### src/rtl/regfile_wb_if.sv
// Writeback request/response bundle between the two requesters, the arbiter
// and the register-file write port.
interface regfile_wb_if #(
  parameter int unsigned DW       = 32,
  parameter int unsigned AW       = 5,
  parameter int unsigned NUM_REGS = 16
);
  logic                a_valid;
  logic                a_ready;
  logic [AW-1:0]       a_addr;
  logic [DW-1:0]       a_data;
  logic                b_valid;
  logic                b_ready;
  logic [AW-1:0]       b_addr;
  logic [DW-1:0]       b_data;
  logic                reg_wr;
  logic [AW-1:0]       wr_addr;
  logic [DW-1:0]       wr_din;
  logic [NUM_REGS-1:0] pending;
  logic                drop_err;

  modport master (
    output a_valid, a_addr, a_data, b_valid, b_addr, b_data,
    input  a_ready, b_ready, reg_wr, wr_addr, wr_din, pending, drop_err
  );

  modport slave (
    input  a_valid, a_addr, a_data, b_valid, b_addr, b_data,
    output a_ready, b_ready, reg_wr, wr_addr, wr_din, pending, drop_err
  );
endinterface

### src/rtl/regfile_wb_arbiter.sv
// Two-port writeback arbiter with per-port FIFOs and a registered write stage.
// Define WB_RR_EN for round-robin arbitration; default is fixed A-over-B priority.
module regfile_wb_arbiter #(
  parameter int unsigned DW       = 32,
  parameter int unsigned AW       = 5,
  parameter int unsigned NUM_REGS = 16,
  parameter int unsigned DEPTH    = 2
) (
  input  logic         clk,
  input  logic         rst,
  regfile_wb_if.slave  wb
);
  localparam int unsigned PW = $clog2(DEPTH);
  localparam int unsigned CW = PW + 1;

  typedef struct packed {
    logic [AW-1:0] addr;
    logic [DW-1:0] data;
  } entry_t;

  entry_t        mem [2][DEPTH];
  logic [PW-1:0] wp  [2];
  logic [PW-1:0] rp  [2];
  logic [CW-1:0] cnt [2];

  entry_t        in_e   [2];
  logic          push   [2];
  logic          pop    [2];
  logic          full   [2];
  logic          nempty [2];
  logic          issue;
  logic          gnt_b;
  entry_t        head;

  logic          reg_wr;
  logic [AW-1:0] wr_addr;
  logic [DW-1:0] wr_din;
  logic          drop_err;
  logic [NUM_REGS-1:0] pending;

`ifdef WB_RR_EN
  logic          last_grant;   // 0 = A, 1 = B
`endif

  function automatic logic [NUM_REGS-1:0] onehot(input logic [AW-1:0] addr);
    logic [NUM_REGS-1:0] oh;
    oh = '0;
    for (int r = 0; r < NUM_REGS; r++) begin
      if ((int'(addr) % int'(NUM_REGS)) == r) oh[r] = 1'b1;
    end
    return oh;
  endfunction

  function automatic logic in_range(input logic [AW-1:0] addr);
    return int'(addr) < int'(NUM_REGS);
  endfunction

  // FIFO status, handshake and grant selection
  always_comb begin
    in_e[0] = '{addr: wb.a_addr, data: wb.a_data};
    in_e[1] = '{addr: wb.b_addr, data: wb.b_data};
    for (int p = 0; p < 2; p++) begin
      full[p]   = (cnt[p] == CW'(DEPTH));
      nempty[p] = (cnt[p] != '0);
    end
    wb.a_ready = !rst && !full[0];
    wb.b_ready = !rst && !full[1];
    push[0]    = wb.a_valid && wb.a_ready;
    push[1]    = wb.b_valid && wb.b_ready;
`ifdef WB_RR_EN
    gnt_b = nempty[1] && (!nempty[0] || !last_grant);
`else
    gnt_b = nempty[1] && !nempty[0];
`endif
    issue  = nempty[0] || nempty[1];
    pop[0] = issue && !gnt_b;
    pop[1] = gnt_b;
    head   = gnt_b ? mem[1][rp[1]] : mem[0][rp[0]];
  end

  // Entry i of a FIFO is live when its distance from the read pointer is below the count
  always_comb begin
    pending = '0;
    for (int p = 0; p < 2; p++) begin
      for (int i = 0; i < DEPTH; i++) begin
        if (CW'(PW'(PW'(i) - rp[p])) < cnt[p]) pending = pending | onehot(mem[p][i].addr);
      end
    end
    if (reg_wr) pending = pending | onehot(wr_addr);
  end

  always_ff @(posedge clk) begin
    if (rst) begin
      for (int p = 0; p < 2; p++) begin
        wp[p]  <= '0;
        rp[p]  <= '0;
        cnt[p] <= '0;
      end
      reg_wr   <= 1'b0;
      wr_addr  <= '0;
      wr_din   <= '0;
      drop_err <= 1'b0;
`ifdef WB_RR_EN
      last_grant <= 1'b1;
`endif
    end else begin
      for (int p = 0; p < 2; p++) begin
        if (push[p]) begin
          mem[p][wp[p]] <= in_e[p];
          wp[p]         <= wp[p] + PW'(1);
        end
        if (pop[p]) rp[p] <= rp[p] + PW'(1);
        cnt[p] <= cnt[p] + CW'(push[p]) - CW'(pop[p]);
      end
      reg_wr   <= 1'b0;
      drop_err <= 1'b0;
      if (issue) begin
        // Out-of-range heads are consumed but never reach the register file
        if (in_range(head.addr)) begin
          reg_wr  <= 1'b1;
          wr_addr <= head.addr;
          wr_din  <= head.data;
        end else begin
          drop_err <= 1'b1;
        end
`ifdef WB_RR_EN
        last_grant <= gnt_b;
`endif
      end
    end
  end

  assign wb.reg_wr   = reg_wr;
  assign wb.wr_addr  = wr_addr;
  assign wb.wr_din   = wr_din;
  assign wb.drop_err = drop_err;
  assign wb.pending  = pending;
endmodule

### src/flat_wrapper.sv
// flat-port wrapper written by rule: the top's interface ports become plain ports
module regfile_wb_arbiter_flat 
#(
  parameter int unsigned DW       = 32,
  parameter int unsigned AW       = 5,
  parameter int unsigned NUM_REGS = 16,
  parameter int unsigned DEPTH    = 2
)
  (clk, rst, wb_a_valid, wb_a_addr, wb_a_data, wb_b_valid, wb_b_addr, wb_b_data, wb_a_ready, wb_b_ready, wb_reg_wr, wb_wr_addr, wb_wr_din, wb_pending, wb_drop_err);
  regfile_wb_if #(.DW(DW), .AW(AW), .NUM_REGS(NUM_REGS)) wb_i ();
  input  logic clk;
  input  logic rst;
  input wire logic [$bits(wb_i.a_valid)-1:0] wb_a_valid;
  input wire logic [$bits(wb_i.a_addr)-1:0] wb_a_addr;
  input wire logic [$bits(wb_i.a_data)-1:0] wb_a_data;
  input wire logic [$bits(wb_i.b_valid)-1:0] wb_b_valid;
  input wire logic [$bits(wb_i.b_addr)-1:0] wb_b_addr;
  input wire logic [$bits(wb_i.b_data)-1:0] wb_b_data;
  output wire logic [$bits(wb_i.a_ready)-1:0] wb_a_ready;
  output wire logic [$bits(wb_i.b_ready)-1:0] wb_b_ready;
  output wire logic [$bits(wb_i.reg_wr)-1:0] wb_reg_wr;
  output wire logic [$bits(wb_i.wr_addr)-1:0] wb_wr_addr;
  output wire logic [$bits(wb_i.wr_din)-1:0] wb_wr_din;
  output wire logic [$bits(wb_i.pending)-1:0] wb_pending;
  output wire logic [$bits(wb_i.drop_err)-1:0] wb_drop_err;
  assign wb_i.a_valid = wb_a_valid;
  assign wb_i.a_addr = wb_a_addr;
  assign wb_i.a_data = wb_a_data;
  assign wb_i.b_valid = wb_b_valid;
  assign wb_i.b_addr = wb_b_addr;
  assign wb_i.b_data = wb_b_data;
  assign wb_a_ready = wb_i.a_ready;
  assign wb_b_ready = wb_i.b_ready;
  assign wb_reg_wr = wb_i.reg_wr;
  assign wb_wr_addr = wb_i.wr_addr;
  assign wb_wr_din = wb_i.wr_din;
  assign wb_pending = wb_i.pending;
  assign wb_drop_err = wb_i.drop_err;
  regfile_wb_arbiter #(.DW(DW), .AW(AW), .NUM_REGS(NUM_REGS), .DEPTH(DEPTH)) u_core (.clk(clk), .rst(rst), .wb(wb_i));
endmodule
### config.mk
export PLATFORM = sky130hd
export DESIGN_NAME = regfile_wb_arbiter_flat
export DESIGN_NICKNAME = d
export VERILOG_FILES = /design/src/rtl/regfile_wb_if.sv /design/src/rtl/regfile_wb_arbiter.sv /design/src/flat_wrapper.sv
export SDC_FILE = /design/constraint.sdc
export NUM_CORES = 1
export LEC_CHECK = 0
export ABC_CLOCK_PERIOD_IN_PS = 10900
export CAP_MARGIN = 5
export CORE_AREA = 2 2 133 135
export CTS_CLUSTER_DIAMETER = 150
export CTS_CLUSTER_SIZE = 25
export DETAILED_ROUTE_END_ITERATION = 12
export DIE_AREA = 0 0 135 137
export PLACE_DENSITY_LB_ADDON = 0.05
export SKIP_CTS_REPAIR_TIMING = 1
export SLEW_MARGIN = 10
export SYNTH_ARGS = -nofsm -noshare
export SYNTH_HDL_FRONTEND = slang
export SYNTH_SLANG_ARGS = --single-unit
### constraint.sdc
create_clock -name clk -period 10.9 [get_ports clk]
set_input_delay 3.27 -clock clk [delete_from_list [all_inputs] [get_ports clk]]
set_output_delay 3.27 -clock clk [all_outputs]
set_load 0.05 [all_outputs]
==> results.py, run 1 <==
metrics = {
    "sta": {
        "setup_viol": 0,
        "min_period_ps": 8180,
        "relSlewSlack_pct": 19.2,
        "clock_skew_ps": 9.90,
        "period_share_pct": 75.0,
        "fmax_mhz": 122,
        "hold_viol": 0,
        "drv_slew": 0,
        "rsz0062_at_grt": "false",
        "worstMarginPinSlew_ps": 1210,
        "setup_tns_ps": 0,
    },
    "global_route": {
        "grt_usage_pct": 22.6,
        "grt_pass1_wl_mm": 31.0,
        "grt_overflow": 0,
        "grt_pass1_vias": 5506,
        "antenna_found_initial": 0,
        "grt_max_degree": 53,
    },
    "worst_setup_path": {
        "arrival_ps": 4910,
        "endpoint_kind": "primary output",
        "crit_fanout": 52,
        "slowest_stage": "clkdlybuf4s50_1",
        "critPathMaxStageDelay_ps": 760,
        "cp-start-kind": "input port",
        "worstPathCellList": "buf_2 -> nor2_1 -> clkdlybuf4s50_1",
        "worstPathRequired_ps": 7630,
        "crit_type": "input port to primary output",
        "worst_r2r_path_depth": 5,
    },
    "run_status": {
        "status": "complete, no violations",
    },
    "power": {
        "switchingPower_uw": 914,
        "internal_power_mw": 1.53,
        "p_leak_nw": 3.45,
        "p_per_area_nw_per_um2": 235,
        "peakVddDrop_mv": 0.149,
        "seqPwrFrac_pct": 40.0,
        "pwr-share-clk_pct": 24.8,
        "power_frac_comb_pct": 35.2,
        "swShare_pct": 37.4,
    },
    "floorplan": {
        "die_area_um2": 18500,
        "rows": 48,
        "io_pins": 135,
        "die_x_um": 135,
        "die_y_um": 137,
        "initial_core_util_pct": 48.8,
        "core_um2": 17100,
    },
    "route": {
        "routedWlPerCell_um": 21.8,
        "drc_errors": 0,
        "vias": 5451,
        "first_pass_iters": 5,
        "first_iter_violations": 438,
        "ant_nets": 0,
        "wl_mm": 20.6,
        "viasPerCell": 5.78,
    },
    "cts": {
        "cts_tree": "done",
        "cts_sinks": 195,
        "clk_pin_slew_ps": 70,
        "numCtsBuffers": 17,
        "root_buffer": "clkbuf_16",
        "h-tree-depth": 4,
        "clk_path_buf_depth": 2,
        "clock_latency_ps": 430,
    },
    "placement": {
        "gp_congestion": 0.811,
        "placed_area_um2": 9820,
        "io_buffers": 134,
        "post-dp-hpwl_mm": 12.6,
    },
    "yosys": {
        "synth.net_count": 662,
        "yosysWarnings": 0,
        "synth_edf_count": 152,
        "synth_area_per_cell_um2": 14.3,
        "async_flop_share_pct": 0,
        "ys_ff_latch": 195,
        "syn-cell-area_um2": 8320,
        "synthCells": 582,
        "synth_ff_type": "edfxtp_1",
        "yosysUniqueCellTypes": 40,
        "ys_seq_area_share_pct": 65.2,
    },
    "final_layout": {
        "final_common_cell": "edfxtp_1",
        "fin_nets": 786,
        "final_cell_mix": "152 x edfxtp_1, 133 x clkdlybuf4s50_1, 72 x mux2_2, 52 x nand2b_1, 43 x dfxtp_1",
        "synthToLayoutAreaGrowth_pct": 24.9,
        "final_area_um2": 10400,
        "antenna_cells": 0,
        "layout-drive-gt1-share_pct": 21.9,
    },
    "min_path": {
        "worstHoldPathType": "flip-flop to flip-flop",
        "hold-path-cell-count": 2,
    },
    "run": {
        "timing.max_cap.violations": 0,
    },
}
## path summary, 6_finish.rpt
check	start	end	slack, ps
min reg2reg	u_core.wb.wr_din[19]	u_core.wb.wr_din[19]	480
max	rst	wb_a_ready	2720
max reg2reg	u_core.rp[0][0]	u_core.wb.wr_din[31]	8270
min	u_core.wb.wr_din[19]	u_core.wb.wr_din[19]	480
## flip-flops by register name, indices dropped and copies added (netlist names)
signal              cells
u_core.cnt              4
u_core.mem            148
u_core.rp               2
u_core.wb.wr_din       32
u_core.wb.wr_addr       5
u_core.wb.reg_wr        1
u_core.wp               2
u_core.wb.drop_err      1
## metal layers
metal / routed length [um] / track usage [%] / part of all wire (%) / vias up
met5: 0 / 0 / 0 / -
met1: 8780 / 28.9 / 43 / 2716
li1: - / - / - / 2517
met2: 10300 / 38.7 / 50 / 197
met3: 1150 / 5.07 / 5.6 / 21
met4: 333 / 6.89 / 1.6 / 0
## power by group through the flow
stage,sequential [mW],clock [mW],combinational (mW)
finish,0.978,0.607,0.862
global route,0.989,0.646,0.910
CTS,0.978,0.619,0.869
detailed placement,0.994,0,0.866
global placement,0.990,0,0.856
floorplan,1.17,0,0.414
## critical path: cells and delay by family
kind | cells | cell delay [ps]
simple gates | 1 | 210
buf+inv | 2 | 1410
## synth_stat cells, types with 2 or more instances
master    count  area share, %
a211oi_1      3           0.27
a21oi_1       7           0.42
a22oi_1       7           0.63
a22oi_2      29            4.4
buf_1         2          0.090
buf_2        12           0.72
buf_4         6           0.54
buf_6         4           0.54
clkbuf_1     11           0.50
dfxtp_1      43             10
edfxtp_1    152             55
ha_1          2           0.30
inv_1         6           0.27
mux2_2       72            9.7
mux2i_1       2           0.24
nand2_1      10           0.45
nand2b_1     52            3.9
nand3_1       2           0.12
nand3b_1      5           0.45
nor2_1       23            1.0
nor2b_1       3           0.23
nor3_1       41            2.5
nor3b_1       2           0.18
nor4_1       12           0.90
o221ai_1     16            1.7
o22ai_1      36            2.7
or2_2         4           0.30
or3_1         3           0.23
or3b_2        4           0.42
## cells by family (layout without fill, tap and decap cells)
family                     after synthesis  count (layout)  share of synthesized area, %
muxes                                   74              74                          9.98
AOI/OAI and AO/OA                      101             101                          10.3
xor gates and xnor gates                 2               2                         0.211
adders and majority gates                2               2                         0.301
DFF                                    195             195                          65.2
and+or+nand+nor                        167             167                          11.3
buffers and inverters                   41             177                          2.66
## per-stage QoR
| stage | worst slack [ps] | cells | utilization (%) | power [mW] | hold slack, ps |
|---|---|---|---|---|---|
| after floorplan | 3250 | 582 | - | 1.58 | 464 |
| after global placement | 2720 | 912 | 57.6 | 1.85 | 465 |
| after detailed placement | 2670 | 912 | 57.6 | 1.86 | 472 |
| after CTS | 2670 | 943 | 60.9 | 2.47 | 485 |
| after global routing | 2600 | 943 | 60.9 | 2.55 | 500 |
| final | 2720 | 943 | 60.9 | 2.45 | 482 |
## cell type report
type	count	area, um^2
Fill cell	1347	6670
Sequential cell	195	5430
Multi-Input combinational cell	346	2710
Timing Repair Buffer	140	1380
Clock buffer	17	425
Tap cell	225	282
Clock inverter	14	146
Inverter	6	22.5
Power figures use the tool's default switching activity.
==> run 2: changes to the inputs <==
--- a/config.mk
+++ b/config.mk
@@ -5,7 +5,7 @@
 export SDC_FILE = /design/constraint.sdc
 export NUM_CORES = 1
 export LEC_CHECK = 0
-export ABC_CLOCK_PERIOD_IN_PS = 10900
+export ABC_CLOCK_PERIOD_IN_PS = 8200
 export CAP_MARGIN = 5
 export CORE_AREA = 2 2 133 135
 export CTS_CLUSTER_DIAMETER = 150
==> constraint.sdc (replaced) <==
create_clock -name clk -period 8.2 [get_ports clk]
set_input_delay 2.46 -clock clk [delete_from_list [all_inputs] [get_ports clk]]
set_output_delay 2.46 -clock clk [all_outputs]
set_load 0.05 [all_outputs]
==> run 2 against run 1 <==
Against the previous run:
- first-iteration DRC count is 2.7% lower
- global-route usage is 0.17 points higher
- sequential power is 33% higher
- non-clock buffer count stayed put
- worst hold slack worse by 2.4 ps
- via count is 0.62% higher
- register-to-register slack worse by 2600 ps
- critical path depth stayed put
- cell area is 0.35% higher
==> results.py, run 2 (same netlist as run 1, synthesis figures left out) <==
metrics = {
    "sta": {
        "drv_slew": 0,
        "clock_skew_ps": 11.0,
        "whs_ps": 480,
        "relSlewSlack_pct": 18.5,
        "setup_tns_ps": 0,
        "setup_viol": 0,
        "min_period_ps": 6520,
        "setup_ws_ps": 1680,
        "worstMarginPinSlew_ps": 1220,
        "hold_viol": 0,
        "fmax_mhz": 153,
        "period_share_pct": 79.6,
        "rsz0062_at_grt": "false",
    },
    "final_layout": {
        "num-fill-cells": 1296,
        "final_area_um2": 10400,
        "post-route-util_pct": 61.1,
        "layout-drive-gt1-share_pct": 21.8,
        "fin_nets": 786,
        "largest_reg_flops": 148,
        "final_cell_mix": "152 x edfxtp_1, 133 x clkdlybuf4s50_1, 72 x mux2_2, 52 x nand2b_1, 43 x dfxtp_1",
        "antenna_cells": 0,
        "synthToLayoutAreaGrowth_pct": 25.3,
        "final_common_cell": "edfxtp_1",
    },
    "worst_setup_path": {
        "crit_fanout": 52,
        "endpoint_kind": "primary output",
        "worstPathRequired_ps": 5740,
        "arrival_ps": 4060,
        "cp-start-kind": "input port",
        "crit_type": "input port to primary output",
    },
    "cts": {
        "clk_pin_slew_ps": 70,
        "h-tree-depth": 4,
        "clock_latency_ps": 430,
        "cts_sinks": 195,
        "root_buffer": "clkbuf_16",
        "numCtsBuffers": 17,
        "clk_path_buf_depth": 2,
        "cts_tree": "done",
    },
    "power": {
        "p_per_area_nw_per_um2": 314,
        "peakVddDrop_mv": 0.199,
        "p_leak_nw": 3.47,
    },
    "placement": {
        "placed_area_um2": 9820,
        "post-place-ws_ps": 1670,
        "gp_congestion": 0.847,
        "io_buffers": 134,
        "post-dp-hpwl_mm": 12.9,
    },
    "global_route": {
        "antenna_found_initial": 0,
        "grt_usage_pct": 22.8,
        "grt_pass1_wl_mm": 31.6,
        "grt_overflow": 0,
        "grt_max_degree": 53,
        "grt_pass1_vias": 5699,
    },
    "floorplan": {
        "die_area_um2": 18500,
        "io_pins": 135,
        "die_y_um": 137,
        "core_um2": 17100,
        "rows": 48,
        "initial_core_util_pct": 48.8,
        "die_x_um": 135,
    },
    "route": {
        "ant_nets": 0,
        "viasPerCell": 5.81,
        "drc_errors": 0,
        "first_iter_violations": 426,
        "routedWlPerCell_um": 21.8,
        "wl_mm": 20.6,
        "first_pass_iters": 5,
        "vias": 5485,
    },
    "min_path": {
        "worstHoldPathType": "flip-flop to flip-flop",
    },
    "run": {
        "timing.max_cap.violations": 0,
    },
    "run_status": {
        "status": "complete, no violations",
    },
}
run 2: layer usage:
layer  wire [um]  share of wire [%]  vias up  global-route usage [%]
li1            -                  -     2518                       -
met1        8840                 43     2744                    29.0
met2       10400                 51      188                    39.4
met3         901                4.4       35                    4.37
met4         437                2.1        0                    7.52
met5           0                  0        -                       0
run 2: worst max-delay path: stages:
cell and delay, ps:
buf_2 650, nor2_1 190, clkdlybuf4s50_1 750
run 2: power by group:
part	internal [mW]	switching (mW)	total [mW]	leakage [nW]
registers	1.20	0.0962	1.30	1.75
clock network	0.440	0.396	0.836	0.296
logic	0.406	0.738	1.14	1.42
run 2: cell type report:
cell class	instances	area [um^2]	area share, %
Sequential cell	195	5430	52.0
Multi-Input combinational cell	346	2710	26.0
Timing Repair Buffer	140	1380	13.2
Clock buffer	17	425	4.08
Tap cell	225	282	2.70
Clock inverter	15	183	1.75
Inverter	6	22.5	0.216
run 2: worst paths after layout:
path / from / cells after the start / to / slack (ps)
max: rst / 3 / wb_a_ready / 1680
min: u_core.wb.wr_din[18] / 2 / u_core.wb.wr_din[18] / 480
max reg2reg: u_core.cnt[0][2] / 4 / u_core.mem[0][118] / 5630
min reg2reg: u_core.wb.wr_din[18] / 2 / u_core.wb.wr_din[18] / 480
run 2: metrics by stage:
step | instances | total power, mW
2_1_floorplan | 582 | 2.10
3_3_place_gp | 912 | 2.45
3_5_place_dp | 912 | 2.46
4_1_cts | 944 | 3.30
5_1_grt | 944 | 3.42
6_report | 944 | 3.28
==> run 3: changes to the inputs <==
--- a/config.mk
+++ b/config.mk
@@ -5,7 +5,7 @@
 export SDC_FILE = /design/constraint.sdc
 export NUM_CORES = 1
 export LEC_CHECK = 0
-export ABC_CLOCK_PERIOD_IN_PS = 8200
+export ABC_CLOCK_PERIOD_IN_PS = 6060
 export CAP_MARGIN = 5
 export CORE_AREA = 2 2 133 135
 export CTS_CLUSTER_DIAMETER = 150
==> constraint.sdc (replaced) <==
create_clock -name clk -period 6.06 [get_ports clk]
set_input_delay 1.818 -clock clk [delete_from_list [all_inputs] [get_ports clk]]
set_output_delay 1.818 -clock clk [all_outputs]
set_load 0.05 [all_outputs]
==> run 3 against run 2 <==
Against the previous run:
- final cell count is 0.42% higher
- clock-buffer cell count is 1 higher
- flip-flop and latch count stayed put
- cell area is 0.29% higher
- sequential power is 37% higher
- register-to-register slack worse by 3100 ps
- routed wire length is 0.85% higher
- global-route usage is 0.48 points higher
- combinational power is 35% higher
- clock power is 38% higher
- die area stayed put
==> results.py, run 3 (same netlist as run 1, synthesis figures left out) <==
metrics = {
    "global_route": {
        "antenna_found_initial": 1,
        "grt_overflow": 0,
        "grt_max_degree": 49,
        "grt_pass1_vias": 5739,
        "grt_pass1_wl_mm": 32.0,
        "grt_usage_pct": 23.3,
    },
    "worst_setup_path": {
        "cp_num_buf_inv": 2,
        "worstPathRequired_ps": 4240,
        "endpoint_kind": "primary output",
        "cp-start-kind": "flip-flop",
        "slowest_stage": "clkdlybuf4s50_1",
        "worstPathCellList": "a21oi_1 -> buf_4 -> nor3_1 -> a211oi_1 -> o221ai_1 -> clkdlybuf4s50_1",
        "crit_fanout": 15,
        "critPathMaxStageDelay_ps": 740,
        "crit_family": "buffers and inverters",
        "crit_type": "flip-flop to primary output",
        "arrival_ps": 2990,
    },
    "sta": {
        "rsz0062_at_grt": "false",
        "hold_viol": 0,
        "relSlewSlack_pct": 19.7,
        "fmax_mhz": 208,
        "setup_tns_ps": 0,
        "min_period_ps": 4810,
        "period_share_pct": 79.4,
        "worstMarginPinSlew_ps": 1200,
        "setup_viol": 0,
        "drv_slew": 0,
        "clock_skew_ps": 10.4,
    },
    "floorplan": {
        "io_pins": 135,
        "die_area_um2": 18500,
        "initial_core_util_pct": 48.8,
        "die_x_um": 135,
        "rows": 48,
        "die_y_um": 137,
        "core_um2": 17100,
    },
    "power": {
        "peakVddDrop_mv": 0.258,
        "p_leak_nw": 3.49,
        "total_power_mw": 4.47,
        "p_per_area_nw_per_um2": 428,
    },
    "final_layout": {
        "largest_reg_flops": 148,
        "multiInputGateArea_um2": 2710,
        "num-fill-cells": 1335,
        "final_common_cell": "edfxtp_1",
        "layout-drive-gt1-share_pct": 22.3,
        "synthToLayoutAreaGrowth_pct": 25.7,
        "final_cell_mix": "152 x edfxtp_1, 133 x clkdlybuf4s50_1, 72 x mux2_2, 52 x nand2b_1, 43 x dfxtp_1",
        "fin_nets": 789,
        "seq_area_um2": 5430,
    },
    "route": {
        "first_pass_iters": 7,
        "top_layer_used": "met4",
        "met1_length_mm": 8.91,
        "vias": 5480,
        "routedWlPerCell_um": 21.9,
        "wl_mm": 20.8,
        "met2WireLength_mm": 10.5,
        "first_iter_violations": 364,
        "met3_length_mm": 1.06,
        "ant_nets": 0,
        "drc_errors": 0,
        "viasPerCell": 5.78,
    },
    "run_status": {
        "status": "complete, no violations",
    },
    "cts": {
        "numCtsBuffers": 17,
        "cts_sinks": 195,
        "h-tree-depth": 4,
        "clock_latency_ps": 430,
        "clk_path_buf_depth": 2,
        "root_buffer": "clkbuf_16",
        "cts_tree": "done",
        "clk_pin_slew_ps": 80,
    },
    "min_path": {
        "worstHoldPathType": "flip-flop to flip-flop",
    },
    "placement": {
        "post-dp-hpwl_mm": 12.8,
        "io_buffers": 134,
        "gp_congestion": 0.842,
    },
    "run": {
        "timing.max_cap.violations": 0,
    },
}
==> run 3: cell count changes in the layout (fill, tap and decap cells not counted), sizes merged <==
cell	change
clkinv	-3
diode	+1
clkbuf	+1
buf	+3
inv	+2
==> run 3: path summary, 6_finish.rpt <==
kind                         from              endpoint  slack, ps  depth (start not counted)
max               u_core.rp[0][1]        wb_pending[14]       1250                          6
min          u_core.wb.wr_din[26]  u_core.wb.wr_din[26]        480                          2
max reg2reg       u_core.rp[0][1]  u_core.wb.wr_addr[1]       2560                          6
min reg2reg  u_core.wb.wr_din[26]  u_core.wb.wr_din[26]        480                          2
==> run 3: power breakdown <==
group / total, mW / switching, mW / internal, mW
combinational: 1.54 / 0.988 / 0.555
sequential: 1.78 / 0.148 / 1.63
clock: 1.15 / 0.546 / 0.607
total: 4.47 / 1.68 / 2.79
==> run 3: metrics by stage <==
| step | hold WS, ps | util (%) | setup WS (ps) | area (um^2) | instances |
|---|---|---|---|---|---|
| final | 480 | 61.3 | 1250 | 10500 | 948 |
| after global routing | 500 | 61.3 | 1080 | 10500 | 948 |
| after CTS | 479 | 61.3 | 1230 | 10500 | 947 |
| after detailed placement | 466 | 57.7 | 1250 | 9840 | 915 |
| after global placement | 465 | 57.7 | 1270 | 9840 | 915 |
| after floorplan | 464 | - | 1310 | 8320 | 582 |
==> run 3: final cells by class <==
class                      instances  area share, %
timing repair buffer             143           13.4
clock buffer                      18           4.20
inverter                           6          0.215
antenna                            1         0.0239
multi-input combinational        346           25.9
sequential                       195           51.9
clock inverter                    14           1.66
tap                              225           2.69
==> run 3: metal layers <==
metal  global-route usage, %  vias up
met5                       0        -
li1                        -     2518
met1                    29.6     2759
met2                    39.3      179
met4                    7.81        0
met3                    5.63       24
==> run 3: worst reg2reg max path: cells and delay by family, from the launching register on <==
kind | cells | cell delay [ps]
DFF | 1 | 780
muxes | 1 | 180
buffers and inverters | 2 | 1010
AOI/OAI and AO/OA | 2 | 1230
and+or+nand+nor | 1 | 120
